$ cat config.mk
export PLATFORM = sky130hd
export DESIGN_NAME = digit_serial_add
export DESIGN_NICKNAME = d
export VERILOG_FILES = /design/src/rtl/digit_serial_add.sv
export SDC_FILE = /design/constraint.sdc
export NUM_CORES = 1
export LEC_CHECK = 0
export ABC_AREA = 1
export BUFFER_PORTS_ARGS = -buffer_cell sky130_fd_sc_hd__buf_2
export CAP_MARGIN = 10
export CORE_AREA = 2 2 114 138
export DETAILED_ROUTE_END_ITERATION = 16
export DIE_AREA = 0 0 116 140
export GPL_ROUTABILITY_DRIVEN = 0
export GPL_TIMING_DRIVEN = 1
export PLACE_DENSITY_LB_ADDON = 0.25
export SLEW_MARGIN = 40
export SYNTH_ARGS = -nofsm -noshare
export SYNTH_HDL_FRONTEND = slang
export SYNTH_SLANG_ARGS = --single-unit
$ cat constraint.sdc
create_clock -name clk -period 4.5 [get_ports clk]
set_input_delay 0.9 -clock clk [delete_from_list [all_inputs] [get_ports clk]]
set_output_delay 0.9 -clock clk [all_outputs]
set_load 0.02 [all_outputs]
$ cat src/rtl/digit_serial_add.sv
// -----------------------------------------------------------------------------
// digit_serial_add
//   Multi-cycle fixed-point adder/subtractor. Each RUN cycle processes one W-bit
//   digit, LSB digit first. A single carry register links the digits. A full
//   N-bit result takes D = N/W cycles from the accept edge.
//
//   Parameters:
//     N : operand/result width in bits
//     W : digit width in bits (N must be a multiple of W)
//
//   Ports:
//     clk       in   rising-edge clock
//     rst       in   asynchronous active-high reset
//     in_valid  in   operands presented
//     in_ready  out  block idle and able to accept operands
//     a, b      in   N-bit operands
//     cx_in     in   carry in (add) / borrow in (sub)
//     sub       in   0: c = a + b + cx_in, 1: c = a - b - cx_in
//     out_valid out  result available
//     out_ready in   consumer accepts the result
//     c         out  N-bit result
//     co        out  carry out (for sub, 1 = no borrow)
//     ov        out  two's-complement signed overflow
//
//   Optional feature macro: DIGIT_SERIAL_ADD_SATURATE_EN
//     When defined and ov=1, c is replaced by the signed saturation value.
//     co and ov are reported unchanged, and latency does not change.
// -----------------------------------------------------------------------------
module digit_serial_add #(
    parameter int N = 32,
    parameter int W = 8
) (
    input  logic         clk,
    input  logic         rst,
    input  logic         in_valid,
    output logic         in_ready,
    input  logic [N-1:0] a,
    input  logic [N-1:0] b,
    input  logic         cx_in,
    input  logic         sub,
    output logic         out_valid,
    input  logic         out_ready,
    output logic [N-1:0] c,
    output logic         co,
    output logic         ov
);

    localparam int D  = N / W;
    localparam int CW = (D > 1) ? $clog2(D) : 1;
    localparam logic [CW-1:0] K_LAST = CW'(D - 1);

    typedef enum logic [1:0] {
        IDLE = 2'd0,
        RUN  = 2'd1,
        DONE = 2'd2
    } state_t;

    generate
        if ((N % W) != 0) begin : g_bad_digit_width
            $error("digit_serial_add: N must be a multiple of W");
        end
    endgenerate

    state_t          r_state;
    logic            r_in_ready;
    logic            r_out_valid;
    logic [N-1:0]    r_a;
    logic [N-1:0]    r_b;
    logic [N-1:0]    r_c;
    logic            r_co;
    logic            r_ov;
    logic            r_carry;
    logic            r_a_msb;
    logic            r_b_msb;
    logic [CW-1:0]   r_k;

    logic [W:0]      w_sum;
    logic            w_ov;
    logic [N-1:0]    w_a_next;
    logic [N-1:0]    w_b_next;
    logic [N-1:0]    w_c_next;

`ifdef DIGIT_SERIAL_ADD_SATURATE_EN
    // Signed saturation value chosen by the sign of operand a
    function automatic logic [N-1:0] sat_value(input logic neg);
        logic [N-1:0] v;
        if (neg) begin
            v = {1'b1, {(N-1){1'b0}}};
        end else begin
            v = {1'b0, {(N-1){1'b1}}};
        end
        return v;
    endfunction
`endif

    // Digit adder: the low digit of each operand plus the running carry
    always_comb begin
        w_sum = {1'b0, r_a[W-1:0]} + {1'b0, r_b[W-1:0]} + {{W{1'b0}}, r_carry};
        // This is evaluated on the top digit, where w_sum[W-1] is the result sign
        w_ov  = (r_a_msb == r_b_msb) && (w_sum[W-1] != r_a_msb);
    end

    // Operand shift-down and result shift-in (LSB digit enters first, ends lowest)
    generate
        if (D == 1) begin : g_single_digit
            assign w_a_next = {N{1'b0}};
            assign w_b_next = {N{1'b0}};
            assign w_c_next = w_sum[W-1:0];
        end else begin : g_multi_digit
            assign w_a_next = {{W{1'b0}}, r_a[N-1:W]};
            assign w_b_next = {{W{1'b0}}, r_b[N-1:W]};
            assign w_c_next = {w_sum[W-1:0], r_c[N-1:W]};
        end
    endgenerate

    // Control FSM with registered handshake and result outputs
    always_ff @(posedge clk or posedge rst) begin
        if (rst) begin
            r_state     <= IDLE;
            r_in_ready  <= 1'b1;
            r_out_valid <= 1'b0;
            r_a         <= {N{1'b0}};
            r_b         <= {N{1'b0}};
            r_c         <= {N{1'b0}};
            r_co        <= 1'b0;
            r_ov        <= 1'b0;
            r_carry     <= 1'b0;
            r_a_msb     <= 1'b0;
            r_b_msb     <= 1'b0;
            r_k         <= {CW{1'b0}};
        end else begin
            case (r_state)
                IDLE: begin
                    if (in_valid) begin
                        // Subtraction is a + ~b + ~borrow
                        r_a        <= a;
                        r_b        <= sub ? ~b : b;
                        r_carry    <= sub ? ~cx_in : cx_in;
                        r_a_msb    <= a[N-1];
                        r_b_msb    <= sub ? ~b[N-1] : b[N-1];
                        r_k        <= {CW{1'b0}};
                        r_state    <= RUN;
                        r_in_ready <= 1'b0;
                    end
                end
                RUN: begin
                    r_a     <= w_a_next;
                    r_b     <= w_b_next;
                    r_carry <= w_sum[W];
                    r_k     <= r_k + CW'(1);
                    r_c     <= w_c_next;
                    if (r_k == K_LAST) begin
                        r_co        <= w_sum[W];
                        r_ov        <= w_ov;
                        r_state     <= DONE;
                        r_out_valid <= 1'b1;
`ifdef DIGIT_SERIAL_ADD_SATURATE_EN
                        if (w_ov) begin
                            r_c <= sat_value(r_a_msb);
                        end
`endif
                    end
                end
                DONE: begin
                    if (out_ready) begin
                        r_state     <= IDLE;
                        r_out_valid <= 1'b0;
                        r_in_ready  <= 1'b1;
                    end
                end
                default: begin
                    r_state     <= IDLE;
                    r_out_valid <= 1'b0;
                    r_in_ready  <= 1'b1;
                end
            endcase
        end
    end

    assign in_ready  = r_in_ready;
    assign out_valid = r_out_valid;
    assign c         = r_c;
    assign co        = r_co;
    assign ov        = r_ov;

endmodule

After elaboration in Yosys (flattened, before gate mapping)
Index checks and enable logic that the tools add are counted.

Equality and inequality tests: 8. Reductions and logical operators: 9. Add/sub/neg operators: 3. Bitwise operators: 5. Multiplexer cells: 21.

Operators by type and width (count): one-hot mux 32 bit (2 select lines) (2); 2-to-1 mux 32 bit (3); inverter 32 bit (1); adder 8 x 8 -> 9 bit (1); adder 9 x 1 -> 9 bit (1); AND reduction 3 bit (3); 2-to-1 mux 2 bit (4); 2-to-1 mux 1 bit (7); inequality test 2 bit, second input constant (3); one-hot mux 1 bit (3 select lines) (2); one-hot mux 2 bit (3 select lines) (1); AND reduction 2 bit (3); == test 2 bit, second input constant (2); inverter 1 bit (4); one-hot mux 2 bit (2 select lines) (1); adder 2 x 1 -> 2 bit, second input constant (1); == test 2 x 1 -> 1 bit, second input constant (1); zero test 2 bit (1); one-hot mux 1 bit (2 select lines) (1); nonzero test 2 bit (1); == test 1 bit (1); logical AND 1 bit (1); inequality test 1 bit (1).

Input port bits: 70. Output and inout bits: 36. Flip-flop bits (word level): 107.

Logic depth before layout (Yosys ltp)
Depth in word-level cells: 4. Depth in mapped cells: 10. Depth with buffers taken out: 10.

Worst setup path before layout
No wires, ideal clock.

Kind: reg-to-reg. Start point: register r_a[0]. End point: register r_carry. Required time: 4.379 ns. Cell stages (with the launch flop): 11. Setup time: 0.121 ns. Arrival time: 1.835 ns. Path slack: 2.543 ns. Cells stage by stage: dfrtp_1 -> fa_1 -> fa_1 -> nand2_1 -> nand2_1 -> o21ai_0 -> o21ai_0 -> nand3_1 -> nand2_1 -> nand2_1 -> nand2_1.

Word-level cells in the longest chain between the ends: 3.

RTL lines: start, declared (line 67) `logic [N-1:0] r_a;`; start signal, assigned (line 122) `r_a <= {N{1'b0}};`; start signal, assigned (line 147) `r_a <= w_a_next;`; adder 8 x 8 -> 9 bit (line 98) `w_sum = {1'b0, r_a[W-1:0]} + {1'b0, r_b[W-1:0]} + {{W{1'b0}}, r_carry};`; adder 9 x 1 -> 9 bit (line 98); one-hot mux 1 bit (2 select lines) (line 132) `case (r_state)`; end signal, assigned (line 138) `r_carry <= sub ? ~cx_in : cx_in;`; end signal, assigned (line 149) `r_carry <= w_sum[W];`; end, declared (line 72) `logic r_carry;`.

No other way between the ends. A chain may end at the register's enable or synchronous reset.

Worst setup path in the final report
Start point: register r_state[1]. End point: register r_a[6].

Word-level cells in the longest chain between the ends: 3. Elaborated cells between the ends (all ways): 6. Classes of those cells: eq/ne (2); mux (1); reduce/logical (3).

RTL lines: start, declared (line 64) `state_t r_state;`; start signal, assigned (line 119) `r_state <= IDLE;`; start signal, assigned (line 142) `r_state <= RUN;`; start signal, assigned (line 155) `r_state <= DONE;`; == test 2 x 1 -> 1 bit or zero test 2 bit (tied branches) (line 132); nonzero test 2 bit (no source line) or inequality test 2 bit (tied branches); AND reduction 2 bit (no source line).

Several ways; a longest one is shown, not always the timed one.

==> flow_summary.yaml <==
power_and_ir_drop:
  power.leakage_nw: 3.04
  power_mw: 4.60
  p_per_area_mw_per_mm2: 757
  irDropWorstVdd_mv: 0.341
timing:
  final-max-slew-violation-count: 0
  tightest_slew_ns: 0.770
  setup_viol: 0
  fin_crit_sh_pct: 57.1
  fmax_mhz: 389
  skew_ns: 0.00752
  fin_setup_tns_ns: 0
  min_period_ns: 2.57
  slew_headroom_pct: 48.6
  hold_viol: 0
  rsz0062_at_grt: "no"
global_route:
  grt_max_degree: 85
  met2_usage_pct: 23.8
  grtUsageTotal_pct: 14.7
  top_usage_layer: "met2"
  antenna_found_initial: 0
  grt_use_met3_pct: 2.55
  grt_pass1_vias: 3889
  grt_pass1_wl_um: 19000
  use_met1_pct: 20.2
  grt_overflow_total: 0
logic_synthesis:
  synth_cell_types: 30
  yosysWarnings: 0
  netlist_area_mm2: 0.00515
  ys_seq_area_share_pct: 52.0
  ys_seq_elements: 107
  synth_cells: 575
  syn_nets: 655
  avgSynthCellArea_um2: 8.95
critical_path:
  crit_path_start_kind: "register"
  crit_slowest_cell: "nor2_4"
  crit_type: "register to register"
  cp.arrival_ns: 2.86
  critPathCaptureType: "register"
  crit_chain: "nor2_4, buf_4, inv_2, buf_4, o21ai_0, nand2_1, nand2_1"
  max_stage_delay_ns: 0.48
  required_ns: 4.79
  path_max_fanout: 43
clock_network:
  cts_max_path_buffers: 2
  post_cts_buffers: 0
  cts_max_level: 3
  cts_hold_buf: 0
  cts_tree: "done"
  insertion_delay_ns: 0.35
  cts_resized: 0
  root_buffer: "clkbuf_16"
  cts_buffers: 9
  clkTransAtPathRegs_ns: 0.08
  clock_sinks: 107
die:
  dieArea_mm2: 0.0162
  io_pins: 106
  start_util_pct: 34.7
  die_y_um: 140
  rows: 49
  die_x_um: 116
  core_area_mm2: 0.0148
detailed_routing:
  routedWlPerCell_um: 12.9
  routed_via_density: 4.58
  drt_iter0_drc: 217
  vias: 3999
  wirelength_um: 11300
  ant_nets: 0
  drtPass1Iterations: 5
  drc: 0
status:
  status: "finished, final reports clean"
min_path:
  hp-class: "register to register"
cells_and_area:
  fin_cells: 874
  diodes: 0
  nets: 745
  area_delta_synth_final_pct: 18.1
  drive_gt1_share_pct: 22.8
run:
  maxCapViolations: 0
placed_design:
  post-dp-hpwl_um: 7860
  placement.io_buffers: 105
  placedCellCount: 857
area by class of cell:
| class | count | area, um2 |
|---|---|---|
| Fill cell | 1564 | 8760 |
| Sequential cell | 107 | 2680 |
| Multi-Input combinational cell | 393 | 2110 |
| Timing Repair Buffer | 111 | 593 |
| Tap cell | 204 | 255 |
| Clock buffer | 9 | 225 |
| Inverter | 43 | 166 |
| Clock inverter | 7 | 52.6 |
cells by family (layout without fill, tap and decap cells):
family	after synthesis	count (layout)	share of synthesized area, %
simple gates	263	263	21.1
fa+ha+maj	10	10	2.72
xor+xnor	35	35	5.96
buf+inv	75	170	7.05
flops	107	107	52.0
compound gates	85	85	11.2
synth_stat cells (all sizes together):
master  count  area, um2
nor3        8       80.1
o211ai     17        128
a22o        1       8.76
fa          2       40.0
a31oi       1       6.26
xnor2      32        280
dfrtp     106       2650
a21oi       4       20.0
nor2       16       82.6
nand3      10       50.1
a211oi      8        100
o221ai      8       70.1
o22ai       8       50.1
dfstp       1       26.3
ha          8        100
clkbuf      6       22.5
o21ai      37        185
nand3b      1       7.51
or2         2       15.0
a22oi       1       7.51
inv        43        161
buf        26        179
nand2     226        848
xor2        3       26.3
routing by layer:
metal / share of wire, % / vias up
met5: 0 / -
met4: 1.1 / 0
met3: 4.1 / 9
met2: 48 / 86
met1: 47 / 1888
li1: - / 2016
power breakdown:
| part | internal, mW | leakage, nW | switching, mW | total (mW) |
|---|---|---|---|---|
| registers | 1.42 | 1.35 | 0.243 | 1.66 |
| clock network | 0.380 | 0.130 | 0.366 | 0.745 |
| logic | 0.763 | 1.57 | 1.43 | 2.19 |
metrics by stage:
step	hold WS, ns	cell area, um2	setup WS (ns)	utilization [%]
finish	0.467	6080	1.93	41.0
global route	0.494	6080	1.72	41.0
CTS	0.471	6050	1.88	40.8
detailed placement	0.454	5770	1.71	38.9
global placement	0.448	5770	1.78	38.9
floorplan	0.450	5150	0.784	-
critical path, delay by kind of cell (launching register included):
| family | cells | cell delay, ns |
|---|---|---|
| compound gates | 1 | 0.34 |
| buf+inv | 3 | 1.02 |
| flops | 1 | 0.43 |
| simple gates | 3 | 0.66 |
path summary, 6_finish.rpt:
check                           cells past startpoint  slack [ns]         to        from
worst max-delay path                                7        1.93     r_a[6]  r_state[1]
worst min-delay path                                2        0.47       c[7]        c[7]
worst max register to register                      7        1.93     r_a[6]  r_state[1]
worst min register to register                      2        0.47       c[7]        c[7]
max in group asynchronous                           4        3.06    r_b[10]         rst
min in group asynchronous                           2        0.52  out_valid         rst
layout by cell type, fill, tap and decap left out, types with 9 or more instances in the layout:
cell / instances
buf_2: 104
clkbuf_16: 9
dfrtp_1: 106
inv_1: 39
nand2_1: 226
nand3_1: 10
nor2_1: 13
o211ai_1: 17
o21ai_0: 22
o21ai_1: 15
xnor2_1: 32
registers in the layout, indices dropped and copies added (netlist names):
name / count
c: 32
r_carry: 1
co: 1
ov: 1
r_a: 32
r_b_msb: 1
r_b: 32
r_state: 2
in_ready: 1
r_k: 2
out_valid: 1
r_a_msb: 1
Power figures use the tool's default switching activity.
